--- src/rtl/bexkat1_bus_arbiter_pkg.sv ---
// bexkat1_bus_arbiter_pkg: arbiter state encoding and grant codes shared by the bus arbiter files
package bexkat1_bus_arbiter_pkg;
    typedef enum logic [1:0] {S_IDLE, S_INS, S_DAT, S_DONE} arb_state_t;
    localparam logic [1:0] GNT_NONE = 2'b00;
    localparam logic [1:0] GNT_INS  = 2'b01;
    localparam logic [1:0] GNT_DAT  = 2'b10;
endpackage

--- src/rtl/bexkat1_bus_arbiter_if.sv ---
// if_wb: Wishbone classic bus bundle
//  master drives cyc/stb/we/sel/adr/dat_m, slave drives dat_s/ack
interface if_wb;
    logic        cyc;
    logic        stb;
    logic        we;
    logic [3:0]  sel;
    logic [31:0] adr;
    logic [31:0] dat_m;
    logic [31:0] dat_s;
    logic        ack;
    modport master (output cyc, stb, we, sel, adr, dat_m, input dat_s, ack);
    modport slave  (input cyc, stb, we, sel, adr, dat_m, output dat_s, ack);
endinterface

--- src/rtl/bexkat1_bus_watchdog.sv ---
// bexkat1_bus_watchdog: counts unacknowledged bus cycles and flags a hung slave
//  clk, rst_n : clock, async active-low reset
//  clear      : zero the count (new grant or slave ack)
//  enable     : count this cycle (granted with bus.cyc high)
//  ack        : slave ack this cycle; suppresses expiry
//  expire     : count reached TIMEOUT-1 with no ack this cycle
module bexkat1_bus_watchdog #(
    parameter int TIMEOUT = 256
) (
    input  logic clk,
    input  logic rst_n,
    input  logic clear,
    input  logic enable,
    input  logic ack,
    output logic expire
);
    localparam int CW = TIMEOUT > 1 ? $clog2(TIMEOUT) : 1;
    localparam logic [CW-1:0] LAST = CW'(TIMEOUT - 1);

    logic [CW-1:0] count;

    assign expire = enable && !ack && count == LAST;

    always_ff @(posedge clk or negedge rst_n)
        if (!rst_n)
            count <= '0;
        else
            count <= (clear || ack) ? '0 : (enable && count != LAST) ? count + 1'b1 : count;
endmodule

--- src/rtl/bexkat1_bus_arbiter.sv ---
// bexkat1_bus_arbiter: shares one Wishbone master port between fetch (ins) and mem stage (dat)
//  clk_i, rst_ni : clock, async active-low reset
//  ins, dat      : requester ports (arbiter is their slave)
//  bus           : shared downstream Wishbone master port
//  grant_o       : registered owner, 01 ins, 10 dat, 00 idle
//  timeout_o     : one-cycle pulse when the watchdog terminates a cycle
module bexkat1_bus_arbiter
    import bexkat1_bus_arbiter_pkg::*;
#(
    parameter int          TIMEOUT      = 256,
    parameter int          STARVE_LIMIT = 4,
    parameter logic [31:0] TO_DATA      = 32'hffffffff
) (
    input  logic       clk_i,
    input  logic       rst_ni,
    if_wb.slave        ins,
    if_wb.slave        dat,
    if_wb.master       bus,
    output logic [1:0] grant_o,
    output logic       timeout_o
);
    localparam int SW = $clog2(STARVE_LIMIT + 1);
    localparam logic [SW-1:0] SMAX = SW'(STARVE_LIMIT);

    arb_state_t    state;
    logic [SW-1:0] starve;
    logic          pend_ins, pend_dat;
    logic          own_ins, own_dat, to_ins, to_dat;
    logic          ins_ack, dat_ack, starved, expire;

    assign own_ins = state == S_INS;
    assign own_dat = state == S_DAT;
    // the synthetic ack is delivered in the first S_DONE cycle, to whoever held the grant
    assign to_ins  = timeout_o && grant_o == GNT_INS;
    assign to_dat  = timeout_o && grant_o == GNT_DAT;
    assign starved = ins.cyc && starve == SMAX;

    assign bus.cyc   = own_ins ? ins.cyc : own_dat ? dat.cyc : 1'b0;
    assign bus.stb   = own_ins ? ins.stb | pend_ins : own_dat ? dat.stb | pend_dat : 1'b0;
    assign bus.we    = own_ins ? ins.we : own_dat ? dat.we : 1'b0;
    assign bus.sel   = own_ins ? ins.sel : own_dat ? dat.sel : '0;
    assign bus.adr   = own_ins ? ins.adr : own_dat ? dat.adr : '0;
    assign bus.dat_m = own_ins ? ins.dat_m : own_dat ? dat.dat_m : '0;

    assign ins_ack   = (own_ins && bus.ack) || to_ins;
    assign dat_ack   = (own_dat && bus.ack) || to_dat;
    assign ins.ack   = ins_ack;
    assign dat.ack   = dat_ack;
    assign ins.dat_s = own_ins ? bus.dat_s : to_ins ? TO_DATA : '0;
    assign dat.dat_s = own_dat ? bus.dat_s : to_dat ? TO_DATA : '0;

    bexkat1_bus_watchdog #(.TIMEOUT(TIMEOUT)) u_watchdog (
        .clk    (clk_i),
        .rst_n  (rst_ni),
        .clear  (state == S_IDLE),
        .enable ((own_ins || own_dat) && bus.cyc),
        .ack    (bus.ack),
        .expire (expire)
    );

    // a strobe seen while held off is remembered until that transfer is acked or cyc drops
    always_ff @(posedge clk_i or negedge rst_ni)
        if (!rst_ni) begin
            pend_ins <= 1'b0;
            pend_dat <= 1'b0;
        end else begin
            pend_ins <= ins.cyc && (pend_ins || ins.stb) && !ins_ack;
            pend_dat <= dat.cyc && (pend_dat || dat.stb) && !dat_ack;
        end

    always_ff @(posedge clk_i or negedge rst_ni)
        if (!rst_ni) begin
            state     <= S_IDLE;
            grant_o   <= GNT_NONE;
            timeout_o <= 1'b0;
            starve    <= '0;
        end else begin
            timeout_o <= expire;
            case (state)
                S_IDLE:
                    if (dat.cyc && !starved) begin
                        state   <= S_DAT;
                        grant_o <= GNT_DAT;
                        if (ins.cyc && starve != SMAX)
                            starve <= starve + 1'b1;
                    end else if (ins.cyc) begin
                        state   <= S_INS;
                        grant_o <= GNT_INS;
                        starve  <= '0;
                    end
                S_INS, S_DAT:
                    if (expire)
                        state <= S_DONE;
                    else if (!bus.cyc) begin
                        state   <= S_IDLE;
                        grant_o <= GNT_NONE;
                    end
                S_DONE:
                    if (!(grant_o == GNT_INS ? ins.cyc : dat.cyc)) begin
                        state   <= S_IDLE;
                        grant_o <= GNT_NONE;
                    end
                default: state <= S_IDLE;
            endcase
        end
endmodule

--- src/flat_wrapper.sv ---
// flat-port wrapper written by rule: the top's interface ports become plain ports
module bexkat1_bus_arbiter_flat import bexkat1_bus_arbiter_pkg::*;
#(
    parameter int          TIMEOUT      = 256,
    parameter int          STARVE_LIMIT = 4,
    parameter logic [31:0] TO_DATA      = 32'hffffffff
)
  (clk_i, rst_ni, grant_o, timeout_o, ins_cyc, ins_stb, ins_we, ins_sel, ins_adr, ins_dat_m, ins_dat_s, ins_ack, dat_cyc, dat_stb, dat_we, dat_sel, dat_adr, dat_dat_m, dat_dat_s, dat_ack, bus_cyc, bus_stb, bus_we, bus_sel, bus_adr, bus_dat_m, bus_dat_s, bus_ack);
  if_wb ins_i ();
  if_wb dat_i ();
  if_wb bus_i ();
  input  logic clk_i;
  input  logic rst_ni;
  output logic [1:0] grant_o;
  output logic timeout_o;
  input wire logic [$bits(ins_i.cyc)-1:0] ins_cyc;
  input wire logic [$bits(ins_i.stb)-1:0] ins_stb;
  input wire logic [$bits(ins_i.we)-1:0] ins_we;
  input wire logic [$bits(ins_i.sel)-1:0] ins_sel;
  input wire logic [$bits(ins_i.adr)-1:0] ins_adr;
  input wire logic [$bits(ins_i.dat_m)-1:0] ins_dat_m;
  output wire logic [$bits(ins_i.dat_s)-1:0] ins_dat_s;
  output wire logic [$bits(ins_i.ack)-1:0] ins_ack;
  input wire logic [$bits(dat_i.cyc)-1:0] dat_cyc;
  input wire logic [$bits(dat_i.stb)-1:0] dat_stb;
  input wire logic [$bits(dat_i.we)-1:0] dat_we;
  input wire logic [$bits(dat_i.sel)-1:0] dat_sel;
  input wire logic [$bits(dat_i.adr)-1:0] dat_adr;
  input wire logic [$bits(dat_i.dat_m)-1:0] dat_dat_m;
  output wire logic [$bits(dat_i.dat_s)-1:0] dat_dat_s;
  output wire logic [$bits(dat_i.ack)-1:0] dat_ack;
  output wire logic [$bits(bus_i.cyc)-1:0] bus_cyc;
  output wire logic [$bits(bus_i.stb)-1:0] bus_stb;
  output wire logic [$bits(bus_i.we)-1:0] bus_we;
  output wire logic [$bits(bus_i.sel)-1:0] bus_sel;
  output wire logic [$bits(bus_i.adr)-1:0] bus_adr;
  output wire logic [$bits(bus_i.dat_m)-1:0] bus_dat_m;
  input wire logic [$bits(bus_i.dat_s)-1:0] bus_dat_s;
  input wire logic [$bits(bus_i.ack)-1:0] bus_ack;
  assign ins_i.cyc = ins_cyc;
  assign ins_i.stb = ins_stb;
  assign ins_i.we = ins_we;
  assign ins_i.sel = ins_sel;
  assign ins_i.adr = ins_adr;
  assign ins_i.dat_m = ins_dat_m;
  assign ins_dat_s = ins_i.dat_s;
  assign ins_ack = ins_i.ack;
  assign dat_i.cyc = dat_cyc;
  assign dat_i.stb = dat_stb;
  assign dat_i.we = dat_we;
  assign dat_i.sel = dat_sel;
  assign dat_i.adr = dat_adr;
  assign dat_i.dat_m = dat_dat_m;
  assign dat_dat_s = dat_i.dat_s;
  assign dat_ack = dat_i.ack;
  assign bus_cyc = bus_i.cyc;
  assign bus_stb = bus_i.stb;
  assign bus_we = bus_i.we;
  assign bus_sel = bus_i.sel;
  assign bus_adr = bus_i.adr;
  assign bus_dat_m = bus_i.dat_m;
  assign bus_i.dat_s = bus_dat_s;
  assign bus_i.ack = bus_ack;
  bexkat1_bus_arbiter #(.TIMEOUT(TIMEOUT), .STARVE_LIMIT(STARVE_LIMIT), .TO_DATA(TO_DATA)) u_core (.clk_i(clk_i), .rst_ni(rst_ni), .ins(ins_i), .dat(dat_i), .bus(bus_i), .grant_o(grant_o), .timeout_o(timeout_o));
endmodule
--- config.mk ---
export PLATFORM = sky130hd
export DESIGN_NAME = bexkat1_bus_arbiter_flat
export DESIGN_NICKNAME = d
export VERILOG_FILES = /design/src/rtl/bexkat1_bus_arbiter_pkg.sv /design/src/rtl/bexkat1_bus_arbiter_if.sv /design/src/rtl/bexkat1_bus_watchdog.sv /design/src/rtl/bexkat1_bus_arbiter.sv /design/src/flat_wrapper.sv
export SDC_FILE = /design/constraint.sdc
export NUM_CORES = 1
export LEC_CHECK = 0
export BUFFER_PORTS_ARGS = -buffer_cell sky130_fd_sc_hd__buf_2
export CELL_PAD_IN_SITES_DETAIL_PLACEMENT = 1
export CELL_PAD_IN_SITES_GLOBAL_PLACEMENT = 2
export CORE_AREA = 2 2 129 131
export DETAILED_ROUTE_END_ITERATION = 16
export DIE_AREA = 0 0 131 133
export GPL_ROUTABILITY_DRIVEN = 0
export PLACE_DENSITY_LB_ADDON = 0.1
export SKIP_CTS_REPAIR_TIMING = 1
export SLEW_MARGIN = 20
export SYNTH_ARGS = -nofsm -noshare
export SYNTH_HDL_FRONTEND = slang
export SYNTH_HIERARCHICAL = 1
export SYNTH_SLANG_ARGS = --single-unit
--- constraint.sdc ---
create_clock -name clk_i -period 4.3 [get_ports clk_i]
set_input_delay 0.215 -clock clk_i [delete_from_list [all_inputs] [get_ports clk_i]]
set_output_delay 0.215 -clock clk_i [all_outputs]
set_load 0.05 [all_outputs]
Yosys cells after proc, flatten, opt, wreduce, memory -nomap -nowiden --
Cells that the tools add are included.
Storage, ports and cells: bits in registers 18, bits of input ports 177, logic and storage cells 88
Operators by class: add/subtract/negate cells 2, equal/unequal tests 15, multiplexer cells 30, bitwise operators 2, reductions and logical operators 32
Operators with widths (count):
- $mux 32 | 8
- $mux 8 | 2
- $logic_and 1x1->1 | 15
- $mux 2 | 6
- $pmux 2 s3 | 2
- $mux 3 | 3
- $add 8x1->8 const B | 1
- $eq 8x8->1 const B | 1
- $mux 4 | 2
- $ne 2x2->1 const B | 4
- $ne 8x8->1 const B | 1
- $mux 1 | 7
- $eq 2x2->1 const B | 3
- $logic_or 1x1->1 | 6
- $ne 3x3->1 const B | 2
- $reduce_and 3->1 | 2
- $eq 2x1->1 const B | 2
- $logic_not 1->1 | 4
- $reduce_and 4->1 | 1
- $reduce_bool 2->1 | 2
- $add 3x1->3 const B | 1
- $eq 3x3->1 const B | 1
- $ne 3x2->1 const B | 1
- $logic_not 2->1 | 1
- 2 further kinds | 3

Depth between registers and ports, before layout --
Gate-level depths: netlist of run 1.
depth in word-level cells 8, depth in mapped cells 12, depth with buffers taken out 10

Hierarchy --
The synthesis of run 1 kept the hierarchy.
Modules (own cells, without submodules):
- bexkat1_bus_arbiter | instances 1, cells an instance 235, area each 1874.3 um2, seq. area each 250.2 um2
- bexkat1_bus_watchdog | instances 1, cells an instance 48, area each 471.7 um2, seq. area each 200.2 um2

Least setup slack after synthesis of run 1 --
No wires, ideal clock.
path kind reg2reg, from register u_core.state[0], to register u_core.grant_o[0], library setup time 0.079 ns, data arrival time 2.486 ns, data required time 4.221 ns, path slack 1.734 ns, cell stages (with the launch flop) 12, buffers on the path 2, period minus slack after synthesis 2.566 ns, cells stage by stage dfrtp_1 -> inv_1 -> ha_1 -> buf_6 -> nor2b_4 -> buf_6 -> a22o_1 -> and2_1 -> and4b_1 -> a221o_1 -> a21oi_2 -> mux2i_1
On the way: cells in the longest elaborated chain, start to end 8, elaborated cells on any way between the ends 17, classes of those cells eq/ne: 7; mux: 3; reduce/logical: 7
RTL lines:
- start, declared | RTL line bexkat1_bus_arbiter.sv:25 | arb_state_t state;
- start signal, assigned | RTL line bexkat1_bus_arbiter.sv:73 | state <= S_IDLE;
- start signal, assigned | RTL line bexkat1_bus_arbiter.sv:82 | state <= S_DAT;
- start signal, assigned | RTL line bexkat1_bus_arbiter.sv:87 | state <= S_INS;
- $eq 2x2->1 | RTL line bexkat1_bus_arbiter.sv:32 | assign own_dat = state == S_DAT;
- $mux 1 | RTL line bexkat1_bus_arbiter.sv:38 | assign bus.cyc = own_ins ? ins.cyc : own_dat ? dat.cyc : 1'b0;
- $mux 1 (*) | RTL line bexkat1_bus_arbiter.sv:38
- via bus_cyc | RTL line flat_wrapper.sv:32 | output wire logic [$bits(bus_i.cyc)-1:0] bus_cyc;
- $logic_and 1x1->1 (*) | RTL line bexkat1_bus_arbiter.sv:56 | .enable ((own_ins || own_dat) && bus.cyc),
- $logic_and 1x1->1 (*) (2 in series) | RTL line bexkat1_bus_watchdog.sv:22 | assign expire = enable && !ack && count == LAST;
- via u_core.expire | RTL line bexkat1_bus_arbiter.sv:29 | logic ins_ack, dat_ack, starved, expire;
- $ne 2x2->1 (no line) (*)
- $reduce_and 4->1 (no line) (*)
- end signal, assigned | RTL line bexkat1_bus_arbiter.sv:74 | grant_o <= GNT_NONE;
- end signal, assigned | RTL line bexkat1_bus_arbiter.sv:83 | grant_o <= GNT_DAT;
- end signal, assigned | RTL line bexkat1_bus_arbiter.sv:88 | grant_o <= GNT_INS;
- end, declared | RTL line bexkat1_bus_arbiter.sv:19 | output logic [1:0] grant_o,
Mark *: on every way through the listed nets, which the timed path passes. The rest lies on a longest branch. A chain may end at the register's enable or synchronous reset.

Final worst setup path of run 1 --
from register u_core.state[0], to output port bus_stb
On the way: cells in the longest elaborated chain, start to end 3, elaborated cells on any way between the ends 4, classes of those cells eq/ne: 2; mux: 2
RTL lines:
- $eq 2x2->1 | RTL line bexkat1_bus_arbiter.sv:32
- $mux 1 | RTL line bexkat1_bus_arbiter.sv:39 | assign bus.stb = own_ins ? ins.stb | pend_ins : own_dat ? dat.stb | pend_dat : 1'b0;
- $mux 1 (*) | RTL line bexkat1_bus_arbiter.sv:39
- end, declared | RTL line flat_wrapper.sv:33 | output wire logic [$bits(bus_i.stb)-1:0] bus_stb;
Mark *: on every way between the ends. The rest lies on a longest branch, timed or not.

==> impl_summary.md, run 1 <==
Synthesis
The netlist area before placement is around 2300 sq um. Ranked by total cell area, the synthesized netlist is headed by a22o_1 26%, a21o_1 21%, dfrtp_1 19%. The per-instance average area after synthesis is slightly above 8 sq um. The synthesized flop and latch total is 18.

The cell count after synthesis is ~280. The share of the Yosys chip area taken by registers is 19.2%. The cell taking the most area after synthesis is a22o_1. The number of enable flip-flop cells after synthesis is 0. The number of different library cells in the post-synthesis netlist is just over 40.

The Yosys warning count is 6. The share of flip-flops with an asynchronous set or reset after synthesis is 100%. The share of synthesized area in the top cell type comes to between 20% and 30%.

In the synthesized netlist the dominant register cell turns out to be dfrtp_1. The net count after synthesis is around 470.

Setup path
The capture instance of the worst register-to-register path is u_core/state[0]$_DFFE_PN0P_. The element type at the critical path start is a flip-flop. In this run the register-to-register setup slack is about 1.7 ns. The worst reg2reg path depth is 10.

The most common cell type on the critical path is buf_4. The signal on the critical path passes through inv_1, ha_1, buf_4, nor2b_4, buf_4, o21ai_0, nand2_1, buf_2. The critical path data required time is approximately 4 ns.

Data arrives at the worst endpoint at 2.83 ns. The critical path is of the flip-flop to primary output type. For this run, the slowest stage of the critical path takes between 0.6 and 0.7 ns.

For this design, the slowest cell found on the critical path is buf_4. The startpoint identified for the worst register-to-register timing path is u_core/state[0]$_DFFE_PN0P_. Of all nets on the critical path, the largest fanout is between 70 and 80.

The category of the worst setup path capture point is a primary output.

Global routing
The number of global-route vias before repair was roughly 3400. The total global routing track utilization is 16.6%. The first global-routing pass estimated between 20 and 25 mm of wire. The remaining global-route overflow is 0. The initial antenna violation count is 3. The largest net degree at the start of global routing is between 70 and 80.

Die
During I/O placement, the number of pins put on the boundary was 317. The number of placement rows is 47. The chip width is 131 um. The vertical die dimension is between 100 and 150 um. The region available for standard cell placement spans around 16000 sq um. The area of the die is about 17000 sq um.

The starting density of the core is between 10% and 20%.

Pwr
The reported leakage power is a little under 3 nW. The overall power is around 0.0033 W. VDD sags by at most 0.000321 V.

The power per cell area is roughly 780 nW/um^2.

Routing
Dividing the detail-routed wire length by the instance count gives between 15 and 20 um. For this block, the routed nets add up to ~16 mm of wire. The iteration-0 DRC count of the detailed router is between 200 and 250. The post-route DRC violation count is 0. The first detailed-routing pass took 4 iterations. The detail-routed via count per cell is 4.38. Summing over every cut layer, the via total after detailed routing is ~3500. The count of nets left with antenna violations once routing finished came out at 0.

STA
The count of final hold-check violations was 0. Timing would allow up to roughly 0.33 GHz. Setup repair after global routing left no endpoint under its margin.

Subtracting the final worst setup slack from the clock period gives between 3 and 4 ns. The final setup skew is 0.00254 ns. The count of final max-slew check failures came to 0. The final worst hold slack is around 0.28 ns. At the pin with the least slew margin, the transition time is between 0.7 and 0.8 ns. The ratio of final minimum period to clock period is a little over two thirds.

The number of setup violations in the final report is 0. Adding up every negative setup slack in the final design gives 0 ns. In this run the tightest slew margin relative to its limit is 47.6%.

Hold path
The path class of the tightest hold or removal check is input port to flip-flop. The startpoint identified for the worst hold timing path is ins_cyc. The cell depth of the worst hold path is 3. The path with the worst hold slack has its endpoint at u_core/pend_ins$_DFF_PN0_.

Clock tree
In this run the clock root is driven by a clkbuf_16. The clock latency on the worst-skew pair is about 0.25 ns. The clock tree from TritonCTS is built. No sink is reached through more buffers than the 2 on the longest clock path. In this run, CTS created clock tree buffers numbering 3. Clock-pin slew was measured on the worst setup and hold paths at about 0.06 ns. The H-tree depth reported by CTS is 1. Clock tree synthesis found a total of 18 sinks.

Run status
The flow ran to the end, and the final reports show no timing, DRC or antenna violations.

Cells and area
The area growth from synthesis to layout is 80.0%. At the end of the flow, the number of nets in the layout was between 700 and 800. The fraction of final layout cells with drive strength greater than 1 is about three fifths.

The final design instance area without fill is 4220 sq um. The commonest non-fill, non-tap cell in the layout is buf_2. In the layout the commonest cells are 316 x buf_2, 70 x a22o_1, 65 x a21o_1.

Run
The number of max-cap violations is 0.

Place
Once placement finished, the instance area stood at around 4100 sq um. The number of buffers inserted by port buffering is approximately 320. Detailed placement ended at an HPWL of ~13 mm.
[kinds of logic (layout without fill, tap and decap cells)]
group | after synthesis | after routing | synth area share [%]
AO/OA/AOI/OAI | 157 | 157 | 53.5
AND/OR/NAND/NOR | 53 | 53 | 12.4
buffers and inverters | 39 | 334 | 7.20
flip-flops | 18 | 18 | 19.2
adder cells (fa/ha/maj) | 8 | 8 | 4.27
multiplexers | 8 | 8 | 3.41
other | 0 | 2 | 0
[Yosys cell counts (2+ instances only)]
library cell	number
or3_1	2
o21ai_0	7
dfrtp_1	18
buf_1	3
nand4_1	3
nand2_1	19
a22o_1	70
inv_1	8
nand3_1	5
ha_1	8
nor2_1	6
nor3_1	3
buf_2	6
a21oi_1	6
mux2i_1	8
clkbuf_1	20
a21o_1	65
buf_6	2
nor2b_1	2
[worst max path at each step]
stage / startpoint / endpoint / cells past startpoint
4_1_cts: u_core/state[0]$_DFFE_PN0P_ / bus_stb / 8
2_1_floorplan: u_core/state[0]$_DFFE_PN0P_ / u_core/grant_o[0]$_DFFE_PN0P_ / 11
5_1_grt: u_core/state[0]$_DFFE_PN0P_ / bus_stb / 8
6_report: u_core/state[0]$_DFFE_PN0P_ / bus_stb / 8
3_5_place_dp: u_core/state[0]$_DFFE_PN0P_ / bus_stb / 8
3_3_place_gp: u_core/state[0]$_DFFE_PN0P_ / bus_stb / 8
[final cells by class]
type / instances / area, sq um
sequential: 18 / 450
timing repair buffer: 322 / 1630
fill: 2043 / 11900
multi-input combinational: 226 / 1740
inverter: 8 / 30.0
antenna: 2 / 5.00
tap: 220 / 275
clock buffer: 4 / 88.8
[through the flow]
stage	setup slack, ns	instances	util [%]
2_1_floorplan	1.73	283	-
3_3_place_gp	1.60	793	25.5
3_5_place_dp	1.51	793	25.5
4_1_cts	1.23	797	26.0
5_1_grt	1.09	800	26.1
6_report	1.26	800	26.1
[per-layer routing]
metal / up-vias / track usage [%] / routed length (um)
met4: 2 / 1.89 / 55
met2: 141 / 29.6 / 8090
li1: 1685 / - / -
met3: 6 / 3.07 / 1180
met5: - / 0 / 13
met1: 1670 / 21.2 / 6510
[worst max-delay path, delay by kind of cell (launching register included)]
family          cells  cell delay, ns
simple gates        2            0.35
compound gates      1            0.20
fa+ha+maj           1            0.16
buf+inv             4            1.39
flops               1            0.42
[sequential cells by signal, summed over array words and instances, names as in the netlist]
name,count
u_core/u_watchdog/count,8
u_core/starve,3
u_core/grant_o,2
u_core/state,2
u_core/pend_dat,1
u_core/pend_ins,1
u_core/timeout_o,1
[where the power goes]
| group | switching (W) | total, W | internal, W |
|---|---|---|---|
| registers | 0.0000353 | 0.000239 | 0.000203 |
| logic | 0.00214 | 0.00283 | 0.000697 |
| clock network | 0.0000706 | 0.000212 | 0.000142 |
No activity file was read; power rests on OpenSTA's default activity.
==> run 2, diff against run 1 <==
--- a/config.mk
+++ b/config.mk
@@ -5,12 +5,13 @@
 export SDC_FILE = /design/constraint.sdc
 export NUM_CORES = 1
 export LEC_CHECK = 0
+export ABC_AREA = 1
 export BUFFER_PORTS_ARGS = -buffer_cell sky130_fd_sc_hd__buf_2
 export CELL_PAD_IN_SITES_DETAIL_PLACEMENT = 1
 export CELL_PAD_IN_SITES_GLOBAL_PLACEMENT = 2
-export CORE_AREA = 2 2 129 131
+export CORE_AREA = 2 2 139 141
 export DETAILED_ROUTE_END_ITERATION = 16
-export DIE_AREA = 0 0 131 133
+export DIE_AREA = 0 0 141 143
 export GPL_ROUTABILITY_DRIVEN = 0
 export PLACE_DENSITY_LB_ADDON = 0.1
 export SKIP_CTS_REPAIR_TIMING = 1
==> constraint.sdc (replaced) <==
create_clock -name clk_i -period 3 [get_ports clk_i]
set_input_delay 0.15 -clock clk_i [delete_from_list [all_inputs] [get_ports clk_i]]
set_output_delay 0.15 -clock clk_i [all_outputs]
set_load 0.05 [all_outputs]
==> run 2 against run 1 <==
  * Combinational power grew 40%
  * Final cell count rose by 11%
  * First-iteration DRC count down 41%
  * Utilization down 3.2 points
  * Largest cell class is now non-clock buffers
==> impl_summary.md, run 2 <==
Pwr
The overall power is approximately 0.0046 W. Summed over all cells, the static leakage comes to approximately 2.7 nW. Cell internal power was estimated by the tool at roughly 0.0014 W. The highest ir drop seen on vdd is between 0.0002 and 0.00025 V. The switching power is approximately 0.0032 W. The sequential share of power is approximately 7.3%. In this run, the combinational gates consume a little under nine tenths of the power. The part of the power in the clock network is ~6.6%. The power per cell area is around 1100 nW/um^2. Net switching is 70.1% of the power.

Synthesis
During synthesis, Yosys emitted a total of 6 warnings. A synthesized cell averages ~6.7 sq um. The number of different library cells in the post-synthesis netlist is 27. The netlist area before placement is 2380 sq um. Summing the sequential cell areas from Yosys gives around a fifth of the chip area. By area, the combinational part of the netlist is dominated by compound AO/OA/AOI/OAI gates. Summing the areas of all compound-gate instances in the mapped netlist gives a little over two fifths of the synthesized area. The leading cell type by number of instances after synthesis is o21ai_0. The top-area cell type share of the netlist area is between 20% and 30%.

The adder and majority gate portion of the synthesized area is around 4.2%. Summing the areas of all and, or, nand and nor instances in the mapped netlist gives between 15 and 20% of the synthesized area. The net count after synthesis is 540. The synthesized design contains 0 enable-type register cells. The xor-xnor portion of the synthesized cell area is less than 1%. The portion of synthesized area spent on multiplexers is 0%. The cell taking the most area after synthesis is a22o_1. The share of flip-flops with an asynchronous set or reset after synthesis is between 90% and 100%. The cell count after synthesis is 355. The most used flip-flop cell after synthesis is dfrtp_1. In this run, synthesis produced a sequential element count of 18.

By area the synthesized netlist is led by a22o_1 25%, dfrtp_1 19%, o21ai_0 15%. After synthesis, the most frequently instantiated cells are 73 x o21ai_0, 69 x a22o_1, 53 x inv_1, 39 x nand2_1, 24 x nand3_1.

Clock tree
The clock transition at the registers of the reported paths is around 0.060 ns. Buffers inserted during clock tree synthesis total 3. The number of sinks on the clock net is 18. The H-tree depth reported by CTS is 1. TritonCTS built the clock tree. The root cell of the clock tree is clkbuf_16. The clock passes through at most 2 buffers. The clock latency on the worst-skew pair is between 0.2 and 0.3 ns.

Global routing
The first global-routing pass estimated 23.3 mm of wire. The total global routing track utilization is between 10% and 20%. The number of global-route vias before repair is 3648. The largest net degree at the start of global routing is 70. The remaining global-route overflow is 0. The initial antenna violation count is 5.

STA
The shortest period the worst path allows is approximately 2.5 ns. The top achievable clock speed is a little under 0.4 GHz. Setup repair after global routing left no endpoint under its margin. The count of final hold-check violations came to 0.

Setup violations remaining at the end of the flow were counted as 0. Of the available clock period, the critical path in the final layout requires between 80% and 90%. The relative slew slack is 49.0%. Hold is met by about 0.17 ns. The slew of the pin with the lowest slew margin is about 0.76 ns. Clock skew on the completed layout was measured at 0.00275 ns. For the final routed database, the setup TNS stands at 0 ns. The count of final max-slew check failures came to 0.

Cells and area
The commonest non-fill, non-tap cell in the layout is buf_2. The final layout contains 840 nets. The register name with the most flops is u_core/u_watchdog/count. The multi-input combinational cells in the finished layout cover a total of 1580 sq um.

The number of fill cells is about 2400. The register with the most flip-flops in the layout has 8 of them. In the layout the commonest cells are 316 x buf_2, 73 x o21ai_0, 69 x a22o_1. The post-route netlist has a little over half of its cells at a drive strength greater than 1.

The register area is approximately 450 sq um. The largest registers in the layout are u_core/u_watchdog/count x8, u_core/starve x3. Relative to the synthesized area, the layout overhead comes to 79.0%.

Place
During placement, the flow inserted port buffers numbering 316. The post-detailed-placement half-perimeter wirelength is 14.1 mm.

Setup path
STA classifies the critical path startpoint as a flip-flop. On the worst path, the slowest cell contributes a delay of 0.41 ns. The beginning of the critical path is u_core/state[0]$_DFFE_PN0P_.

STA classifies the critical path endpoint as a primary output. The capture instance of the worst register-to-register path is u_core/state[1]$_DFFE_PN0P_. The worst reg2reg path depth is 13. The classification of the worst setup path is flip-flop to primary output. For this design, the slowest cell found on the critical path is dfrtp_1. The worst-case register-to-register setup slack is about 0.60 ns.

The largest fanout of any net on the critical path is 38. STA puts the critical path data required time at between 2 and 3 ns. The startpoint identified for the worst register-to-register timing path is u_core/state[1]$_DFFE_PN0P_.

The signal on the critical path passes through inv_1, ha_1, inv_2, nor2_4, buf_4, a22o_1, buf_2. The signal arrival time at the worst endpoint is roughly 2.4 ns.

Routing
For this run, design rule violations remaining after detail routing come to 0. Wires add up to 16.8 mm. The average wire per cell in the routed design is about 19 um.

The length of the first detailed-routing pass in iterations is 4. The total vias in the final route is 3786. The detail route stage leaves a number of antenna-violating nets equal to 0. The iteration-0 DRC count of the detailed router is about 130.

The detail-routed via count per cell is around 4.3.

Hold path
The cell depth of the worst hold path is 2. The path with the worst hold slack has its endpoint at u_core/timeout_o$_DFF_PN0_. The kind of path behind the tightest hold check is input port to flip-flop. The worst min-delay path startpoint is bus_ack.

Die
The starting density of the core is 12.8%. The area of the die is around 20000 sq um. The number of placement rows is 50. around 320 I/O pins were placed. After floorplanning, the core was sized to cover around 19000 sq um. The chip width is approximately 140 um. The die is 143 um tall.

Run status
The flow ran to the end, and the final reports show no timing, DRC or antenna violations.

Run
The tool flagged a number of max-cap violations equal to 0.
run 2: power by group through the flow:
| stage | registers, W | clock network, W | logic, W |
|---|---|---|---|
| floorplan | 0.000366 | 0 | 0.00298 |
| global placement | 0.000336 | 0 | 0.00399 |
| detailed placement | 0.000339 | 0 | 0.00398 |
| CTS | 0.000335 | 0.000314 | 0.00399 |
| global route | 0.000343 | 0.000323 | 0.00415 |
| finish | 0.000334 | 0.000304 | 0.00395 |
run 2: metal layers:
| layer | part of all wire, % | up-vias | track usage (%) | wire length (um) |
|---|---|---|---|---|
| met2 | 54 | 127 | 29.0 | 9110 |
| li1 | - | 1843 | - | - |
| met1 | 39 | 1799 | 17.6 | 6570 |
| met3 | 6.1 | 13 | 3.22 | 1020 |
| met4 | 0.63 | 4 | 2.26 | 106 |
| met5 | 0.14 | - | 0 | 23 |
run 2: cell type report:
type	instances	share of cell area [%]
multi-input cells	253	37.0
inverters	56	4.99
flip-flops and latches	18	10.6
repair buffers	323	38.4
well taps	234	6.87
clock buffers	4	2.08
diodes	2	0.117
run 2: critical path: cells and delay by family, from the launching register on:
family / cells / cell delay [ns]
AOI/OAI and AO/OA: 1 / 0.27
adders and majority gates: 1 / 0.21
buffers and inverters: 4 / 1.05
DFF: 1 / 0.41
and+or+nand+nor: 1 / 0.17
run 2: kinds of logic after synthesis:
family                   count (synthesis)
XOR/XNOR                                 1
adder cells (fa/ha/maj)                  8
buffers and inverters                   84
AND/OR/NAND/NOR                         96
AO/OA/AOI/OAI                          148
flip-flops                              18
run 2: worst max-delay path by stage:
stage                             endpoint  slack, ns  cells past startpoint
6_report                       bus_adr[28]       0.46                      7
5_1_grt                        bus_adr[28]       0.32                      7
4_1_cts                        bus_adr[28]       0.43                      7
3_5_place_dp   u_core/state[0]$_DFFE_PN0P_       0.63                     13
2_1_floorplan                ins_dat_s[24]       0.76                      6
3_3_place_gp   u_core/state[0]$_DFFE_PN0P_       0.70                     13
run 2: metrics by stage:
step / cell area [sq um] / util [%] / instances / setup slack [ns]
3_3_place_gp: 4160 / 22.4 / 883 / 0.697
5_1_grt: 4260 / 22.9 / 889 / 0.324
3_5_place_dp: 4160 / 22.4 / 883 / 0.629
4_1_cts: 4250 / 22.9 / 887 / 0.430
6_report: 4260 / 22.9 / 890 / 0.463
2_1_floorplan: 2380 / - / 355 / 0.760
==> run 3, diff against run 2 <==
--- a/config.mk
+++ b/config.mk
@@ -9,9 +9,9 @@
 export BUFFER_PORTS_ARGS = -buffer_cell sky130_fd_sc_hd__buf_2
 export CELL_PAD_IN_SITES_DETAIL_PLACEMENT = 1
 export CELL_PAD_IN_SITES_GLOBAL_PLACEMENT = 2
-export CORE_AREA = 2 2 139 141
+export CORE_AREA = 2 2 144 146
 export DETAILED_ROUTE_END_ITERATION = 16
-export DIE_AREA = 0 0 141 143
+export DIE_AREA = 0 0 146 148
 export GPL_ROUTABILITY_DRIVEN = 0
 export PLACE_DENSITY_LB_ADDON = 0.1
 export SKIP_CTS_REPAIR_TIMING = 1
==> constraint.sdc (replaced) <==
create_clock -name clk_i -period 2.1 [get_ports clk_i]
set_input_delay 0.105 -clock clk_i [delete_from_list [all_inputs] [get_ports clk_i]]
set_output_delay 0.105 -clock clk_i [all_outputs]
set_load 0.05 [all_outputs]
==> run 3 against run 2 <==
  * Critical endpoint is now ins_dat_s[0]
  * First-iteration DRC count decreased by 37%
  * Final cell count increased by 5.7%
  * Flip-flop and latch count unchanged
  * Critical path type unchanged
  * Combinational power increased by 65%
==> impl_summary.md, run 3 (same netlist as run 2, synthesis figures left out) <==
STA
The count of final hold-check violations came to 0. The final setup skew is 0.000715 ns. The number of setup violations in the final report is 0.

In this run the tightest slew margin relative to its limit is 69.0%. The count of final max-slew check failures is 0. Final hold analysis gives a worst-case slack of roughly 0.08 ns. The top achievable clock speed is around 0.5 GHz. The slew of the pin with the lowest slew margin is 0.465 ns. The routed design could run at a clock period as short as a little over 2 ns. The worst path uses between 90% and 100% of the clock period.

Place
The standard cell area after detailed placement is 4300 sq um. The number of buffers inserted by port buffering is around 320. Counting tap cells, the placed design contains a total of slightly above 900 instances. The post-detailed-placement half-perimeter wirelength is about 15 mm.

Pwr
The reported leakage power is 2.79 nW. Total power for the finished layout comes to 0.00739 W. The power per cell area is 1520 nW/um^2. Across the VDD grid, the largest voltage drop is ~0.00033 V.

Global routing
The total global routing track utilization is approximately 15%. The initial antenna violation count is 3. The remaining global-route overflow is 0.

The global-route wire length before repair is approximately 25 mm. The number of global-route vias before repair came to between 3000 and 4000. Entering global routing, the biggest net connects 48 pins.

Cells and area
Cells fill between 20% and 30% of the core in the end. In the final layout, the share of cells above drive strength 1 is approximately 54%. The top cell types in the final layout, fill and taps aside, are 228 x buf_2, 68 x a22o_1, 51 x buf_4, 51 x inv_1, 42 x o21ai_1. Counting flops per register, the top entry is u_core/u_watchdog/count. The area growth from synthesis to layout is 105%. The number of fill cells is 2525. The commonest non-fill, non-tap cell in the layout is buf_2. The register with the most flip-flops in the layout has 8 of them. In the final layout, the registers with the most flip-flops are u_core/u_watchdog/count x8, u_core/starve x3.

The multi-input combinational cells in the finished layout cover a total of between 1500 and 2000 sq um. At the end of the flow, the number of nets in the layout was 854. Across the whole layout, storage elements account for 452 sq um. After the flow finishes, the layout carries non-filler instances totaling about 940.

After routing the design area is 4870 sq um.

Setup path
The beginning of the critical path is u_core/state[1]$_DFFE_PN0P_. The largest fanout of any net on the critical path is 16. The buffers plus inverters on the worst setup path is 6. The startpoint identified for the worst register-to-register timing path is u_core/state[1]$_DFFE_PN0P_. The worst setup path is of the flip-flop to primary output kind. The slowest stage of the critical path belongs to the cell dfrtp_1. Traced cell by cell, the critical path runs through inv_2, ha_4, inv_4, buf_12, nand4_1, buf_4, clkbuf_16, o21ai_0, clkbuf_4. The category of the worst setup path capture point is a primary output.

STA puts the critical path data arrival time at 1.93 ns. The element type at the critical path start is a flip-flop. In this design, the stage delay of the slowest critical-path cell is 0.44 ns. The critical path data required time is ~2 ns. The family with the most delay on the worst path is buffers and inverters.

Routing
The post-route DRC violation count is 0. The total vias in the final route is between 3000 and 4000. The average wire per cell in the routed design is around 19 um. In the routed layout, each cell is associated on average with a via count of between 4 and 5. The iteration-0 DRC count of the detailed router is about 80. The first detailed-routing pass ran for 4 iterations.

For this block, the routed nets add up to 18.1 mm of wire. The residual antenna-violating net count after detailed routing is 0.

Die
For this design the top-level I/O count stands at between 300 and 400. The total area inside the core boundary comes to around 20000 sq um. The initial utilization of the core area, before any placement, comes to between 10% and 20%.

Measured along the x axis, the die boundary spans around 150 um. The floorplan step defined a die boundary enclosing ~22000 sq um. The vertical die dimension is between 100 and 150 um.

The number of placement rows is 52.

Clock tree
After clock tree synthesis, the clock-pin slew on the worst setup and hold paths is ~0.050 ns. The H-tree depth reported by CTS is 1. The clock reaches the later pin of the worst-skew pair after 0.25 ns. The number of sinks on the clock net is 18.

The total CTS buffers is 3. The root cell of the clock tree is clkbuf_16. The number of buffers on the longest clock path is 2. TritonCTS built the clock tree.

Run status
The flow ran to the end, and the final reports show no timing, DRC or antenna violations.

Hold path
The startpoint identified for the worst hold timing path is bus_ack. The min-delay analysis places its worst path in the category input port to flip-flop.

Run
The tool flagged a number of max-cap violations equal to 0.
run 3: metrics by stage:
| step | setup WS [ns] | TNS, ns |
|---|---|---|
| CTS | -0.219 | -11.38 |
| detailed placement | 0.0470 | 0 |
| floorplan | -0.0962 | -2.24 |
| global placement | 0.137 | 0 |
| finish | 0.0681 | 0 |
| global route | -0.0106 | -0.0206 |
run 3: area by class of cell:
type | instances | share of cell area, %
timing repair buffer | 337 | 44.7
multi-input combinational | 253 | 33.0
sequential | 18 | 9.27
tap | 270 | 6.93
inverter | 56 | 4.42
clock buffer | 3 | 1.54
antenna | 4 | 0.205
run 3: worst reg2reg max path: stages, from the launching register on:
cell and delay (ns):
dfrtp_1 0.44, inv_2 0.10, ha_4 0.20, inv_4 0.09
nand3_2 0.07, nand2_2 0.10, nand2_2 0.07, inv_1 0.07
nor3b_2 0.24, inv_1 0.09, nand3_2 0.10, nand3_1 0.09
nand2_1 0.08, nand2_1 0.05
run 3: layer usage:
metal	track usage (%)	share of wire [%]	vias to the layer above	wire length, um
li1	-	-	1880	-
met1	15.3	36	1803	6550
met2	30.0	56	142	10200
met3	3.95	6.4	12	1170
met4	2.38	1.3	0	238
met5	0	0	-	0
run 3: power by group:
group          total, W  switching, W  leakage [nW]  internal, W
Sequential     0.000490     0.0000728         0.241     0.000417
Clock          0.000386      0.000135        0.0370     0.000251
Combinational   0.00651       0.00455          2.52      0.00196
run 3: final timing paths:
path	to	slack, ns	depth (start not counted)
setup reg to reg	u_core/state[0]$_DFFE_PN0P_	0.19	13
setup / recovery	ins_dat_s[0]	0.07	9
hold reg to reg	u_core/u_watchdog/count[0]$_DFFE_PN0P_	0.52	1
min in group asynchronous	u_core/u_watchdog/count[5]$_DFFE_PN0P_	0.34	2
hold / removal	u_core/timeout_o$_DFF_PN0_	0.08	2
max in group asynchronous	u_core/state[0]$_DFFE_PN0P_	1.42	2
